$ cat src/rtl/apb_master_bridge_pkg.sv
// apb_master_bridge_pkg
// Shared types and constants for the APB master bridge:
//   state_t  - bridge FSM states (IDLE/SETUP/ACCESS/RESP)
//   rsp_t    - response payload {rdata, err, timeout}
//   err_rsp  - builds an error response with zero read data
package apb_master_bridge_pkg;

    localparam int SLV_IDX_WIDTH  = 4;
    localparam int PSEL_WIDTH     = 16;
    localparam int RSP_DATA_WIDTH = 32;

    typedef enum logic [1:0] {
        IDLE   = 2'd0,
        SETUP  = 2'd1,
        ACCESS = 2'd2,
        RESP   = 2'd3
    } state_t;

    typedef struct packed {
        logic [RSP_DATA_WIDTH-1:0] rdata;
        logic                      err;
        logic                      timeout;
    } rsp_t;

    function automatic rsp_t err_rsp(input logic timeout);
        rsp_t r;
        r.rdata   = '0;
        r.err     = 1'b1;
        r.timeout = timeout;
        return r;
    endfunction

endpackage

$ cat src/rtl/apb_master_bridge_if.sv
// apb_master_bridge_if
// Bundles the command, response and APB signals of the bridge.
//   master modport : the bridge's view (drives req_ready, rsp_*, APB outputs)
//   slave modport  : the environment's view (command source, response sink,
//                    APB slave)
interface apb_master_bridge_if
    import apb_master_bridge_pkg::*;
#(
    parameter int PADDR_WIDTH  = 32,
    parameter int PWDATA_WIDTH = 32,
    parameter int PRDATA_WIDTH = 32
);
    logic                    req_valid;
    logic                    req_ready;
    logic [PADDR_WIDTH-1:0]  req_addr;
    logic                    req_write;
    logic [PWDATA_WIDTH-1:0] req_wdata;

    logic                    rsp_valid;
    logic                    rsp_ready;
    logic [PRDATA_WIDTH-1:0] rsp_rdata;
    logic                    rsp_err;
    logic                    rsp_timeout;

    logic [PADDR_WIDTH-1:0]  paddr;
    logic                    prwd;
    logic [PWDATA_WIDTH-1:0] pwdata;
    logic                    penable;
    logic [PSEL_WIDTH-1:0]   psel;
    logic [PRDATA_WIDTH-1:0] prdata;
    logic                    pslverr;
    logic                    pready;

    modport master (
        input  req_valid, req_addr, req_write, req_wdata, rsp_ready,
               prdata, pslverr, pready,
        output req_ready, rsp_valid, rsp_rdata, rsp_err, rsp_timeout,
               paddr, prwd, pwdata, penable, psel
    );

    modport slave (
        output req_valid, req_addr, req_write, req_wdata, rsp_ready,
               prdata, pslverr, pready,
        input  req_ready, rsp_valid, rsp_rdata, rsp_err, rsp_timeout,
               paddr, prwd, pwdata, penable, psel
    );

endinterface

$ cat src/rtl/apb_psel_decoder.sv
// apb_psel_decoder
// Turns the slave-index field of an address into a one-hot 16-bit select.
// Indices at or above NUM_SLAVES give an all-zero select and dec_err=1.
//   idx     in   slave index field of the address
//   sel     out  one-hot select (zero on decode error)
//   dec_err out  index not populated
module apb_psel_decoder
    import apb_master_bridge_pkg::*;
#(
    parameter int NUM_SLAVES = 16
) (
    input  logic [SLV_IDX_WIDTH-1:0] idx,
    output logic [PSEL_WIDTH-1:0]    sel,
    output logic                     dec_err
);
    // One extra bit so NUM_SLAVES=16 is representable.
    localparam logic [SLV_IDX_WIDTH:0] NUM_SLV = (SLV_IDX_WIDTH+1)'(NUM_SLAVES);

    always_comb begin
        sel     = '0;
        dec_err = ({1'b0, idx} >= NUM_SLV);
        if (!dec_err) begin
            sel[idx] = 1'b1;
        end
    end

endmodule

$ cat src/rtl/apb_master_bridge.sv
// apb_master_bridge
// Converts a valid/ready command stream into single APB SETUP/ACCESS
// transfers and returns {rdata, err, timeout} on a valid/ready response
// channel. One transfer outstanding at a time.
//   pclock  in  APB clock
//   preset  in  asynchronous reset, active-high
//   bus     master modport of apb_master_bridge_if (command, response, APB)
// Optional build macro APB_MASTER_BRIDGE_TIMEOUT_EN: enables the ACCESS
// wait-state counter and abort path; without it ACCESS waits for pready
// indefinitely and rsp_timeout is always 0.
module apb_master_bridge
    import apb_master_bridge_pkg::*;
#(
    parameter int PADDR_WIDTH    = 32,
    parameter int PWDATA_WIDTH   = 32,
    parameter int PRDATA_WIDTH   = 32,
    parameter int NUM_SLAVES     = 16,
    parameter int SLV_ADDR_LSB   = 12,
    parameter int TIMEOUT_CYCLES = 256
) (
    input  logic                 pclock,
    input  logic                 preset,
    apb_master_bridge_if.master  bus
);

    if (TIMEOUT_CYCLES < 2 || NUM_SLAVES < 1 || NUM_SLAVES > PSEL_WIDTH ||
        PRDATA_WIDTH > RSP_DATA_WIDTH) begin : g_bad_cfg
        $error("apb_master_bridge: unsupported parameter set");
    end

    state_t                  state, state_nxt;
    logic                    ready_en;
    logic [PADDR_WIDTH-1:0]  addr_q;
    logic                    write_q;
    logic [PWDATA_WIDTH-1:0] wdata_q;
    logic [PSEL_WIDTH-1:0]   sel_q;
    rsp_t                    rsp_q, rsp_nxt;

    logic [PSEL_WIDTH-1:0]   dec_sel;
    logic                    dec_err;
    logic                    accept;
    logic                    timeout_hit;

    apb_psel_decoder #(
        .NUM_SLAVES (NUM_SLAVES)
    ) u_dec (
        .idx     (bus.req_addr[SLV_ADDR_LSB+SLV_IDX_WIDTH-1:SLV_ADDR_LSB]),
        .sel     (dec_sel),
        .dec_err (dec_err)
    );

    assign accept = (state == IDLE) && ready_en && bus.req_valid;

`ifdef APB_MASTER_BRIDGE_TIMEOUT_EN
    localparam int CNT_W = $clog2(TIMEOUT_CYCLES);
    logic [CNT_W-1:0] wait_cnt;

    // Counter holds the number of ACCESS cycles already spent without pready.
    assign timeout_hit = (state == ACCESS) && !bus.pready &&
                         (wait_cnt == CNT_W'(TIMEOUT_CYCLES - 1));

    always_ff @(posedge pclock or posedge preset) begin
        if (preset) begin
            wait_cnt <= '0;
        end else if (state == RESP && bus.rsp_ready) begin
            wait_cnt <= '0;
        end else if (state == ACCESS && !bus.pready && !timeout_hit) begin
            wait_cnt <= wait_cnt + 1'b1;
        end
    end
`else
    assign timeout_hit = 1'b0;
`endif

    always_comb begin
        state_nxt = state;
        rsp_nxt   = rsp_q;
        case (state)
            IDLE: begin
                if (accept) begin
                    if (dec_err) begin
                        state_nxt = RESP;
                        rsp_nxt   = err_rsp(1'b0);
                    end else begin
                        state_nxt = SETUP;
                    end
                end
            end
            SETUP: begin
                state_nxt = ACCESS;
            end
            ACCESS: begin
                // pready wins over a timeout in the same cycle.
                if (bus.pready) begin
                    state_nxt       = RESP;
                    rsp_nxt.err     = bus.pslverr;
                    rsp_nxt.timeout = 1'b0;
                    rsp_nxt.rdata   = (write_q || bus.pslverr) ? '0
                                      : RSP_DATA_WIDTH'(bus.prdata);
                end else if (timeout_hit) begin
                    state_nxt = RESP;
                    rsp_nxt   = err_rsp(1'b1);
                end
            end
            RESP: begin
                if (bus.rsp_ready) begin
                    state_nxt = IDLE;
                end
            end
            default: begin
                state_nxt = IDLE;
            end
        endcase
    end

    always_ff @(posedge pclock or posedge preset) begin
        if (preset) begin
            state    <= IDLE;
            ready_en <= 1'b0;
            rsp_q    <= '0;
        end else begin
            state    <= state_nxt;
            ready_en <= 1'b1;
            rsp_q    <= rsp_nxt;
        end
    end

    // Command is captured only for decodable addresses so a decode error
    // leaves the APB address/data lines untouched.
    always_ff @(posedge pclock or posedge preset) begin
        if (preset) begin
            addr_q  <= '0;
            write_q <= 1'b0;
            wdata_q <= '0;
            sel_q   <= '0;
        end else if (accept && !dec_err) begin
            addr_q  <= bus.req_addr;
            write_q <= bus.req_write;
            wdata_q <= bus.req_wdata;
            sel_q   <= dec_sel;
        end
    end

    assign bus.req_ready   = (state == IDLE) && ready_en;
    assign bus.rsp_valid   = (state == RESP);
    assign bus.rsp_rdata   = rsp_q.rdata[PRDATA_WIDTH-1:0];
    assign bus.rsp_err     = rsp_q.err;
    assign bus.rsp_timeout = rsp_q.timeout;

    assign bus.psel    = (state == SETUP || state == ACCESS) ? sel_q : '0;
    assign bus.penable = (state == ACCESS);
    assign bus.paddr   = addr_q;
    assign bus.prwd    = write_q;
    assign bus.pwdata  = wdata_q;

endmodule

$ cat src/flat_wrapper.sv
// flat-port wrapper written by rule: the top's interface ports become plain ports
module apb_master_bridge_flat import apb_master_bridge_pkg::*;
#(
    parameter int PADDR_WIDTH    = 32,
    parameter int PWDATA_WIDTH   = 32,
    parameter int PRDATA_WIDTH   = 32,
    parameter int NUM_SLAVES     = 16,
    parameter int SLV_ADDR_LSB   = 12,
    parameter int TIMEOUT_CYCLES = 256
)
  (pclock, preset, bus_req_valid, bus_req_addr, bus_req_write, bus_req_wdata, bus_rsp_ready, bus_prdata, bus_pslverr, bus_pready, bus_req_ready, bus_rsp_valid, bus_rsp_rdata, bus_rsp_err, bus_rsp_timeout, bus_paddr, bus_prwd, bus_pwdata, bus_penable, bus_psel);
  apb_master_bridge_if #(.PADDR_WIDTH(PADDR_WIDTH), .PWDATA_WIDTH(PWDATA_WIDTH), .PRDATA_WIDTH(PRDATA_WIDTH)) bus_i ();
  input  logic pclock;
  input  logic preset;
  input wire logic [$bits(bus_i.req_valid)-1:0] bus_req_valid;
  input wire logic [$bits(bus_i.req_addr)-1:0] bus_req_addr;
  input wire logic [$bits(bus_i.req_write)-1:0] bus_req_write;
  input wire logic [$bits(bus_i.req_wdata)-1:0] bus_req_wdata;
  input wire logic [$bits(bus_i.rsp_ready)-1:0] bus_rsp_ready;
  input wire logic [$bits(bus_i.prdata)-1:0] bus_prdata;
  input wire logic [$bits(bus_i.pslverr)-1:0] bus_pslverr;
  input wire logic [$bits(bus_i.pready)-1:0] bus_pready;
  output wire logic [$bits(bus_i.req_ready)-1:0] bus_req_ready;
  output wire logic [$bits(bus_i.rsp_valid)-1:0] bus_rsp_valid;
  output wire logic [$bits(bus_i.rsp_rdata)-1:0] bus_rsp_rdata;
  output wire logic [$bits(bus_i.rsp_err)-1:0] bus_rsp_err;
  output wire logic [$bits(bus_i.rsp_timeout)-1:0] bus_rsp_timeout;
  output wire logic [$bits(bus_i.paddr)-1:0] bus_paddr;
  output wire logic [$bits(bus_i.prwd)-1:0] bus_prwd;
  output wire logic [$bits(bus_i.pwdata)-1:0] bus_pwdata;
  output wire logic [$bits(bus_i.penable)-1:0] bus_penable;
  output wire logic [$bits(bus_i.psel)-1:0] bus_psel;
  assign bus_i.req_valid = bus_req_valid;
  assign bus_i.req_addr = bus_req_addr;
  assign bus_i.req_write = bus_req_write;
  assign bus_i.req_wdata = bus_req_wdata;
  assign bus_i.rsp_ready = bus_rsp_ready;
  assign bus_i.prdata = bus_prdata;
  assign bus_i.pslverr = bus_pslverr;
  assign bus_i.pready = bus_pready;
  assign bus_req_ready = bus_i.req_ready;
  assign bus_rsp_valid = bus_i.rsp_valid;
  assign bus_rsp_rdata = bus_i.rsp_rdata;
  assign bus_rsp_err = bus_i.rsp_err;
  assign bus_rsp_timeout = bus_i.rsp_timeout;
  assign bus_paddr = bus_i.paddr;
  assign bus_prwd = bus_i.prwd;
  assign bus_pwdata = bus_i.pwdata;
  assign bus_penable = bus_i.penable;
  assign bus_psel = bus_i.psel;
  apb_master_bridge #(.PADDR_WIDTH(PADDR_WIDTH), .PWDATA_WIDTH(PWDATA_WIDTH), .PRDATA_WIDTH(PRDATA_WIDTH), .NUM_SLAVES(NUM_SLAVES), .SLV_ADDR_LSB(SLV_ADDR_LSB), .TIMEOUT_CYCLES(TIMEOUT_CYCLES)) u_core (.pclock(pclock), .preset(preset), .bus(bus_i));
endmodule
$ cat config.mk
export PLATFORM = sky130hd
export DESIGN_NAME = apb_master_bridge_flat
export DESIGN_NICKNAME = d
export VERILOG_FILES = /design/src/rtl/apb_master_bridge_pkg.sv /design/src/rtl/apb_master_bridge_if.sv /design/src/rtl/apb_psel_decoder.sv /design/src/rtl/apb_master_bridge.sv /design/src/flat_wrapper.sv
export SDC_FILE = /design/constraint.sdc
export NUM_CORES = 1
export LEC_CHECK = 0
export BUFFER_PORTS_ARGS = -buffer_cell sky130_fd_sc_hd__buf_2
export CORE_ASPECT_RATIO = 0.6
export CORE_MARGIN = 8
export CORE_UTILIZATION = 50
export CTS_CLUSTER_DIAMETER = 80
export DETAILED_ROUTE_END_ITERATION = 8
export PLACE_DENSITY = 0.89
export SYNTH_ARGS = -nofsm -noshare
export SYNTH_HDL_FRONTEND = slang
export SYNTH_HIERARCHICAL = 1
export SYNTH_SLANG_ARGS = --single-unit
$ cat constraint.sdc
create_clock -name pclock -period 8.2 [get_ports pclock]
set_input_delay 0.82 -clock pclock [delete_from_list [all_inputs] [get_ports pclock]]
set_output_delay 0.82 -clock pclock [all_outputs]
set_load 0.03 [all_outputs]
## Word-level counts from Yosys, hierarchy flattened

Index checks and enable logic that the tools add are counted.

- Register bits: 117
- Memory bits (writable): 0
- Bits of input ports: 103
- Memory bits (read-only): 0
- Output and inout bits: 118
- Memories kept: 0
- Bits in latches: 0

- Mux-type cells: 8
- Reductions and logical operators: 8
- $add $sub $neg: 0
- Shift operators: 0
- Order comparisons: 2
- Bitwise operators: 0
- $mul: 0
- Divide/modulo/power cells: 0
- Eq/ne operators: 6

Operators by type and width:

| operator | count |
|---|---|
| 32-bit two-way mux | 1 |
| 16-bit two-way mux | 1 |
| 2-bit one-hot mux with 4 select lines | 1 |
| 2-bit two-way mux | 3 |
| 4-bit by 5-bit less-than comparator with 1-bit output (second input constant) | 1 |
| 1-bit demux with 4-bit select | 1 |
| 2-bit equality test (second input constant) | 2 |
| 4-bit by 1-bit >= comparator with 1-bit output (second input constant) | 1 |
| 2-bit inequality test (second input constant) | 2 |
| 1-bit logical AND | 3 |
| 3-bit AND reduction | 1 |
| 2-bit by 1-bit equality test with 1-bit output (second input constant) | 1 |
| 2-bit zero test | 1 |
| 1-bit logical OR | 2 |
| 2-bit by 1-bit inequality test with 1-bit output (second input constant) | 1 |
| 2-bit AND reduction | 1 |
| 1-bit two-way mux | 1 |

## Depth between registers and ports, before layout

Gate-level depths: netlist of run 1.

- Depth in word-level cells: 5
- Depth in mapped cells: 6
- Mapped depth without buffers: 5

## Cells and area by module

The synthesis of run 1 kept the hierarchy.

Modules (own cells, without submodules):

| module | times used | seq. area each (sq um) | area an instance (sq um) | cells each |
|---|---|---|---|---|
| apb_master_bridge | 1 | 2,927.8 | 4,570.6 | 290 |
| apb_psel_decoder | 1 | 0.0 | 237.7 | 22 |

## Worst setup path after synthesis of run 1

Ideal clock, no wire load.

- Path kind: reg-to-output
- From: register u_core.state[1]
- To: output bus_psel[15]
- Path slack: 6.102 ns
- Data required time: 7.380 ns
- Arrival time: 1.278 ns
- Path buffers: 1
- Stages on the path, launching flop included: 5
- Cell sequence: dfrtp_1 inv_1 ha_1 clkbuf_1 and2_1

- Cells in the longest elaborated chain, start to end: 3
- Elaborated cells on any way between the ends: 4
- Classes of those cells: eq/ne (2); mux (1); reduce/logical (1)

RTL lines:

| item | line | source |
|---|---|---|
| from (decl) | apb_master_bridge.sv:31 | `state_t state, state_nxt;` |
| from (signal assigned) | apb_master_bridge.sv:122 | `state <= state_nxt;` |
| 2-bit by 1-bit equality test with 1-bit output or 2-bit equality test (tied branches) | apb_master_bridge.sv:150 | `assign bus.psel = (state == SETUP \|\| state == ACCESS) ? sel_q : '0;` |
| 1-bit logical OR * | apb_master_bridge.sv:150 |  |
| 16-bit two-way mux * | apb_master_bridge.sv:150 |  |
| to (decl) | flat_wrapper.sv:32 | `output wire logic [$bits(bus_i.psel)-1:0] bus_psel;` |

Every way passes the cells marked *; elsewhere a longest branch is shown, timed or not.

## Worst setup path after layout of run 1

- From: register u_core.state[1]
- To: output bus_psel[12]

Same word-level chain as after synthesis.

==> results of run 1 <==
[logic make-up (layout without fill, tap and decap cells)]
logic type,after synthesis,after routing,synth area share [%]
other cells,3,3,0.2342
compound gates,37,37,7.728
mux,85,85,19.80
flops,117,117,60.89
fa+ha+maj,4,4,1.041
buf+inv,28,260,3.356
simple gates,38,38,6.948
[worst max path at each step]
| stage | slack (ns) | end | depth (start not counted) |
|---|---|---|---|
| 6_report | 5.57 | bus_psel[12] | 4 |
| 4_1_cts | 5.53 | bus_psel[15] | 4 |
| 3_3_place_gp | 5.85 | u_core/bus.pwdata[26] | 4 |
| 3_5_place_dp | 5.79 | u_core/bus.pwdata[24] | 4 |
| 2_1_floorplan | 4.28 | u_core/bus.paddr[0] | 1 |
| 5_1_grt | 5.42 | bus_psel[12] | 4 |
[metal layers]
layer  GRT usage (%)  vias to the layer above
met4           6.948                        2
met5               0                        -
met2           32.61                      152
met3           8.536                       20
li1                -                     1557
met1           21.88                     1645
[placed cells by master, fill, tap and decap left out, drive strengths merged, types with 2 or more instances in the layout]
master	Yosys	layout
buf	18	222
dfrtp	117	117
mux2	81	81
a22o	32	32
clkbuf	4	18
and2	17	17
clkinvlp	0	8
clkinv	0	6
inv	6	6
and4bb	6	6
mux2i	4	4
ha	4	4
and4b	4	4
nor4b	4	4
conb	3	3
nand2	2	2
[through the flow]
step	hold slack (ns)	util, %	instances
floorplan	0.4706	-	312
global placement	0.4790	64.31	642
detailed placement	0.4863	64.31	642
CTS	0.4669	70.24	674
global route	0.4846	70.24	674
finish	0.4616	70.24	674
[power breakdown]
group | internal, W | total [W] | switching (W)
Sequential | 0.000831 | 0.000960 | 0.000128
Clock | 0.000394 | 0.000663 | 0.000268
Combinational | 0.000426 | 0.00126 | 0.000836
Total | 0.00165 | 0.00288 | 0.00123
[layout make-up]
class	instances	area, um2
Clock buffer	18	439.2
Multi-Input combinational cell	167	1719
Tap cell	130	162.7
Sequential cell	117	2928
Fill cell	691	2755
Clock inverter	14	108.9
Timing Repair Buffer	222	1119
Inverter	6	25.02
[cells in the mapped netlist]
master	number	area [um2]
a211oi_1	1	7.510
and2_1	16	100.1
conb_1	3	11.26
a21o_2	1	8.760
mux2_2	81	912.1
nor2_1	1	3.750
nand4b_1	1	8.760
and4bb_2	2	25.02
mux2i_1	4	40.04
nor4_2	1	12.51
buf_4	6	45.04
a22o_1	6	52.55
ha_1	4	50.05
a21oi_1	1	5.000
a2111oi_4	1	27.53
clkbuf_1	4	15.01
nand2_1	2	7.510
and4b_1	4	40.04
and4_1	1	8.760
and2_2	1	7.510
inv_1	6	22.52
dfrtp_1	117	2928
buf_6	3	33.78
buf_2	9	45.04
a22o_2	26	260.3
nand3_2	1	10.01
nor4b_2	4	60.06
and4bb_1	4	50.05
a222oi_1	1	10.01
[worst reg2reg max path: stages (launching register included)]
cell	delay, ns
dfrtp_1	0.35
inv_1	0.09
ha_1	0.31
nand4b_1	0.14
buf_4	0.74
mux2_2	0.52
[state kept, by name (all words and copies together), names as in the netlist]
name,cells
u_core/bus.paddr,32
u_core/bus.pwdata,32
u_core/bus.rsp_rdata,32
u_core/sel_q,16
u_core/state,2
u_core/bus.prwd,1
u_core/bus.rsp_err,1
u_core/ready_en,1
==> flow_metrics.tcl, run 1 <==
set metrics [dict create \
    worst_setup_path_end_kind "primary output" \
    regToRegStartpoint "u_core/state[0]" \
    nNetsFinal 638 \
    timing.critical_path.buf_inv 2 \
    r2r-end "u_core/bus.pwdata[24]" \
    first_pass_iters 4 \
    ff2ff_path_depth 5 \
    synthDistinctLibCells 29 \
    wl_met1_um 5062 \
    wl_met2_um 6252 \
    cts_sinks 117 \
    dpl-instance-area_um2 5953 \
    start_util_pct 51.95 \
    io_buffers 219 \
    cts.htree.levels 4 \
    finClkSkew_ns 0.005841 \
    seq_area_frac_synth_pct 60.89 \
    max_stage_delay_ns 0.54 \
    layout-drive-gt1-share_pct 68.57 \
    dr.first_iter.drc_count 93 \
    die_area_um2 13110 \
    cts_max_path_buffers 2 \
    syn_avg_cell_area_um2 15.41 \
    cp.arrival_ns 1.81 \
    cp_max_fo 17 \
    cp_top_family "adder cells" \
    insertedDiodeCount 0 \
    cts_resized 0 \
    maxCapViolations 0 \
    power_density_nw_per_um2 443.7 \
    top_layer_used "met5" \
    root_buffer "clkbuf_16" \
    die_w_um 142.6 \
    finalHoldViolations 0 \
    critical_path_class "reg -> out" \
    hpwlAfterDp_um 9333 \
    status "finished, final reports clean" \
    required_ns 7.38 \
    syn2layout_area_growth_pct 35.21 \
    setup_ws_ns 5.571 \
    grt_max_degree 82 \
    numCtsBuffers 17 \
    hp-class "in -> async" \
    wl_um 12760 \
    rrSetupSlack_ns 5.93 \
    antenna_found_initial 1 \
    ys_seq_elements 117 \
    syn_inst 312 \
    ir_drop_uv 293.0 \
    synth_nets 419 \
    wl_per_cell_um 18.92 \
    total_power_w 0.002885 \
    rsz0062_at_grt "no" \
    row_count 27 \
    wl_met3_um 1236 \
    fin_crit_ns 2.629 \
    tightest_slew_ns 0.9973 \
    cp_slowest_cell "ha_1" \
    fin_crit_sh_pct 32.06 \
    cp-start-kind "flip-flop" \
    clock.fmax_mhz 380.4 \
    startpoint "u_core/state[1]" \
    p_leak_nw 3.465 \
    gp_congestion 0.8297 \
    max_slew_margin_pct 33.51 \
    core_um2 9256 \
    slew_viol_final 0 \
    clock_latency_ns 0.40 \
    synth_area_um2 4808 \
    tns_ns 0 \
    place_worst_setup_slack_ns 5.788 \
    yosysWarnings 6 \
    io_pins 221 \
    via_per_inst 5.009 \
    antenna_left 0 \
    grt_usage_pct 19.49 \
    stdcell_area_um2 6501 \
    setup_viol 0 \
    drc 0 \
    grt_pass1_vias 3836 \
    route.vias.total 3376 \
    cts_tree "done" \
    die_h_um 91.96 \
    clk_pin_slew_ns 0.05 \
    grt_first_pass_wirelength_um 20060 \
    overflow 0 \
    holdBufCountCts 0 \
    cp_cell_sequence "inv_1 -> ha_1 -> and2_1 -> buf_2" \
    postCtsSetupBuffers 0 \
]
Power figures use the tool's default switching activity.
==> run 2, diff against run 1 <==
--- a/config.mk
+++ b/config.mk
@@ -8,10 +8,10 @@
 export BUFFER_PORTS_ARGS = -buffer_cell sky130_fd_sc_hd__buf_2
 export CORE_ASPECT_RATIO = 0.6
 export CORE_MARGIN = 8
-export CORE_UTILIZATION = 50
+export CORE_UTILIZATION = 42
 export CTS_CLUSTER_DIAMETER = 80
 export DETAILED_ROUTE_END_ITERATION = 8
-export PLACE_DENSITY = 0.89
+export PLACE_DENSITY = 0.8
 export SYNTH_ARGS = -nofsm -noshare
 export SYNTH_HDL_FRONTEND = slang
 export SYNTH_HIERARCHICAL = 1
==> constraint.sdc (replaced) <==
create_clock -name pclock -period 2.2 [get_ports pclock]
set_input_delay 0.22 -clock pclock [delete_from_list [all_inputs] [get_ports pclock]]
set_output_delay 0.22 -clock pclock [all_outputs]
set_load 0.03 [all_outputs]
==> run 2 against run 1 <==
Net effect:
- critical path depth unchanged
- worst setup slack worse by 5.3 ns
- wire length is 1.9% lower
- critical path type unchanged
- critical endpoint is now bus_psel[14]
==> flow_metrics.tcl, run 2 (same netlist as run 1, synthesis figures left out) <==
set metrics [dict create \
    setup_ws_ns 0.2222 \
    critical_path_class "reg -> out" \
    layout-drive-gt1-share_pct 68.44 \
    fin_crit_ns 1.978 \
    die_w_um 154.1 \
    start_util_pct 42.84 \
    cp_cell_sequence "inv_1 -> ha_2 -> and2_1 -> buf_2" \
    timing.critical_path.buf_inv 2 \
    gp_congestion 0.7799 \
    place_worst_setup_slack_ns 0.3157 \
    die_area_um2 15240 \
    drc 0 \
    grt_first_pass_wirelength_um 19950 \
    insertedDiodeCount 0 \
    required_ns 1.98 \
    wl_um 12510 \
    antenna_left 0 \
    overflow 0 \
    cp_slowest_cell "ha_2" \
    io_buffers 219 \
    via_per_inst 4.936 \
    dr.first_iter.drc_count 106 \
    nNetsFinal 639 \
    clock_latency_ns 0.39 \
    io_pins 221 \
    die_h_um 98.88 \
    status "finished, final reports clean" \
    cp_top_family "adder cells" \
    antenna_found_initial 0 \
    hpwlAfterDp_um 8986 \
    worst_setup_path_end_kind "primary output" \
    root_buffer "clkbuf_16" \
    postCtsSetupBuffers 0 \
    slew_viol_final 0 \
    clk_pin_slew_ns 0.05 \
    maxCapViolations 0 \
    p_leak_nw 3.545 \
    setup_viol 0 \
    grt_usage_pct 16.40 \
    route.vias.total 3401 \
    hp-class "in -> async" \
    fin_crit_sh_pct 89.90 \
    finClkSkew_ns 0.01145 \
    tightest_slew_ns 0.6274 \
    holdBufCountCts 0 \
    final_common_cell "buf_2" \
    cts_max_path_buffers 2 \
    cp-start-kind "flip-flop" \
    rsz0062_at_grt "no" \
    tns_ns 0 \
    max_stage_delay_ns 0.51 \
    row_count 30 \
    core_um2 11220 \
    syn2layout_area_growth_pct 38.64 \
    cts_sinks 117 \
    finalHoldViolations 0 \
    power_density_nw_per_um2 1690 \
    most-common-layout-cells "buf_2 (219), dfrtp_1 (117), mux2_2 (81)" \
    wl_per_cell_um 18.16 \
    ir_drop_uv 696.8 \
    first_pass_iters 4 \
    cp_max_fo 17 \
    max_slew_margin_pct 58.18 \
    cp.arrival_ns 1.76 \
    cts_tree "done" \
    grt_pass1_vias 3712 \
    cts.htree.levels 4 \
    clock.fmax_mhz 505.6 \
    numCtsBuffers 17 \
    grt_max_degree 118 \
    place_inst 657 \
    final_cells 689 \
]
[run 2: metrics by stage]
step                      util (%)  power (W)  area (um2)  hold slack, ns
after detailed placement     53.61   0.008353        6017          0.4432
final                        59.40    0.01127        6666       0.0004717
after CTS                    59.38    0.01141        6664         0.01647
after global routing         59.40    0.01182        6666         0.01479
after floorplan                  -   0.006846        4812          0.3525
after global placement       53.61   0.008197        6017          0.4356
[run 2: final timing paths]
| check | from | endpoint | slack, ns | depth (start not counted) |
|---|---|---|---|---|
| max | u_core/state[1] | bus_psel[14] | 0.22 | 4 |
| min | preset | u_core/bus.pwdata[30] | 0.0005 | 3 |
| max reg2reg | u_core/state[0] | u_core/bus.rsp_rdata[4] | 0.32 | 6 |
| min reg2reg | u_core/bus.pwdata[18] | u_core/bus.pwdata[18] | 0.50 | 1 |
| max in group asynchronous | preset | u_core/bus.paddr[5] | 1.71 | 3 |
| min in group pclock | bus_prdata[22] | u_core/bus.rsp_rdata[22] | 0.04 | 2 |
[run 2: area by class of cell]
type | instances | area, um2
well taps | 144 | 180.2
fillers | 890 | 4557
inverters | 6 | 26.28
repair buffers | 223 | 1164
clock buffers | 20 | 446.7
multi-input cells | 167 | 1722
clock inverters | 12 | 200.2
flip-flops and latches | 117 | 2928
[run 2: metal layers]
metal,wire length [um],vias to the layer above,share of wire [%],GRT usage (%)
met5,0,-,0,0
met4,69,0,0.55,4.195
met3,1025,6,8.2,7.995
met2,6047,129,48,26.35
met1,5367,1693,43,19.37
li1,-,1573,-,-
[run 2: report_power, final]
| part | internal [W] | total [W] | switching [W] |
|---|---|---|---|
| clock | 0.00204 | 0.00299 | 0.000945 |
| sequential | 0.00310 | 0.00357 | 0.000467 |
| combinational | 0.00161 | 0.00471 | 0.00311 |
[run 2: tightest hold or removal path, cell delays in order]
cell and delay [ns]:
buf_2 0.11, clkinvlp_4 0.07, buf_12 0.45
[run 2: repair_timing]
| action | CTS | global route |
|---|---|---|
| hold endpoints to repair | 0 | 0 |
| endpoints found under the setup margin | 0 | 1 |
| resized for setup | 0 | 1 |
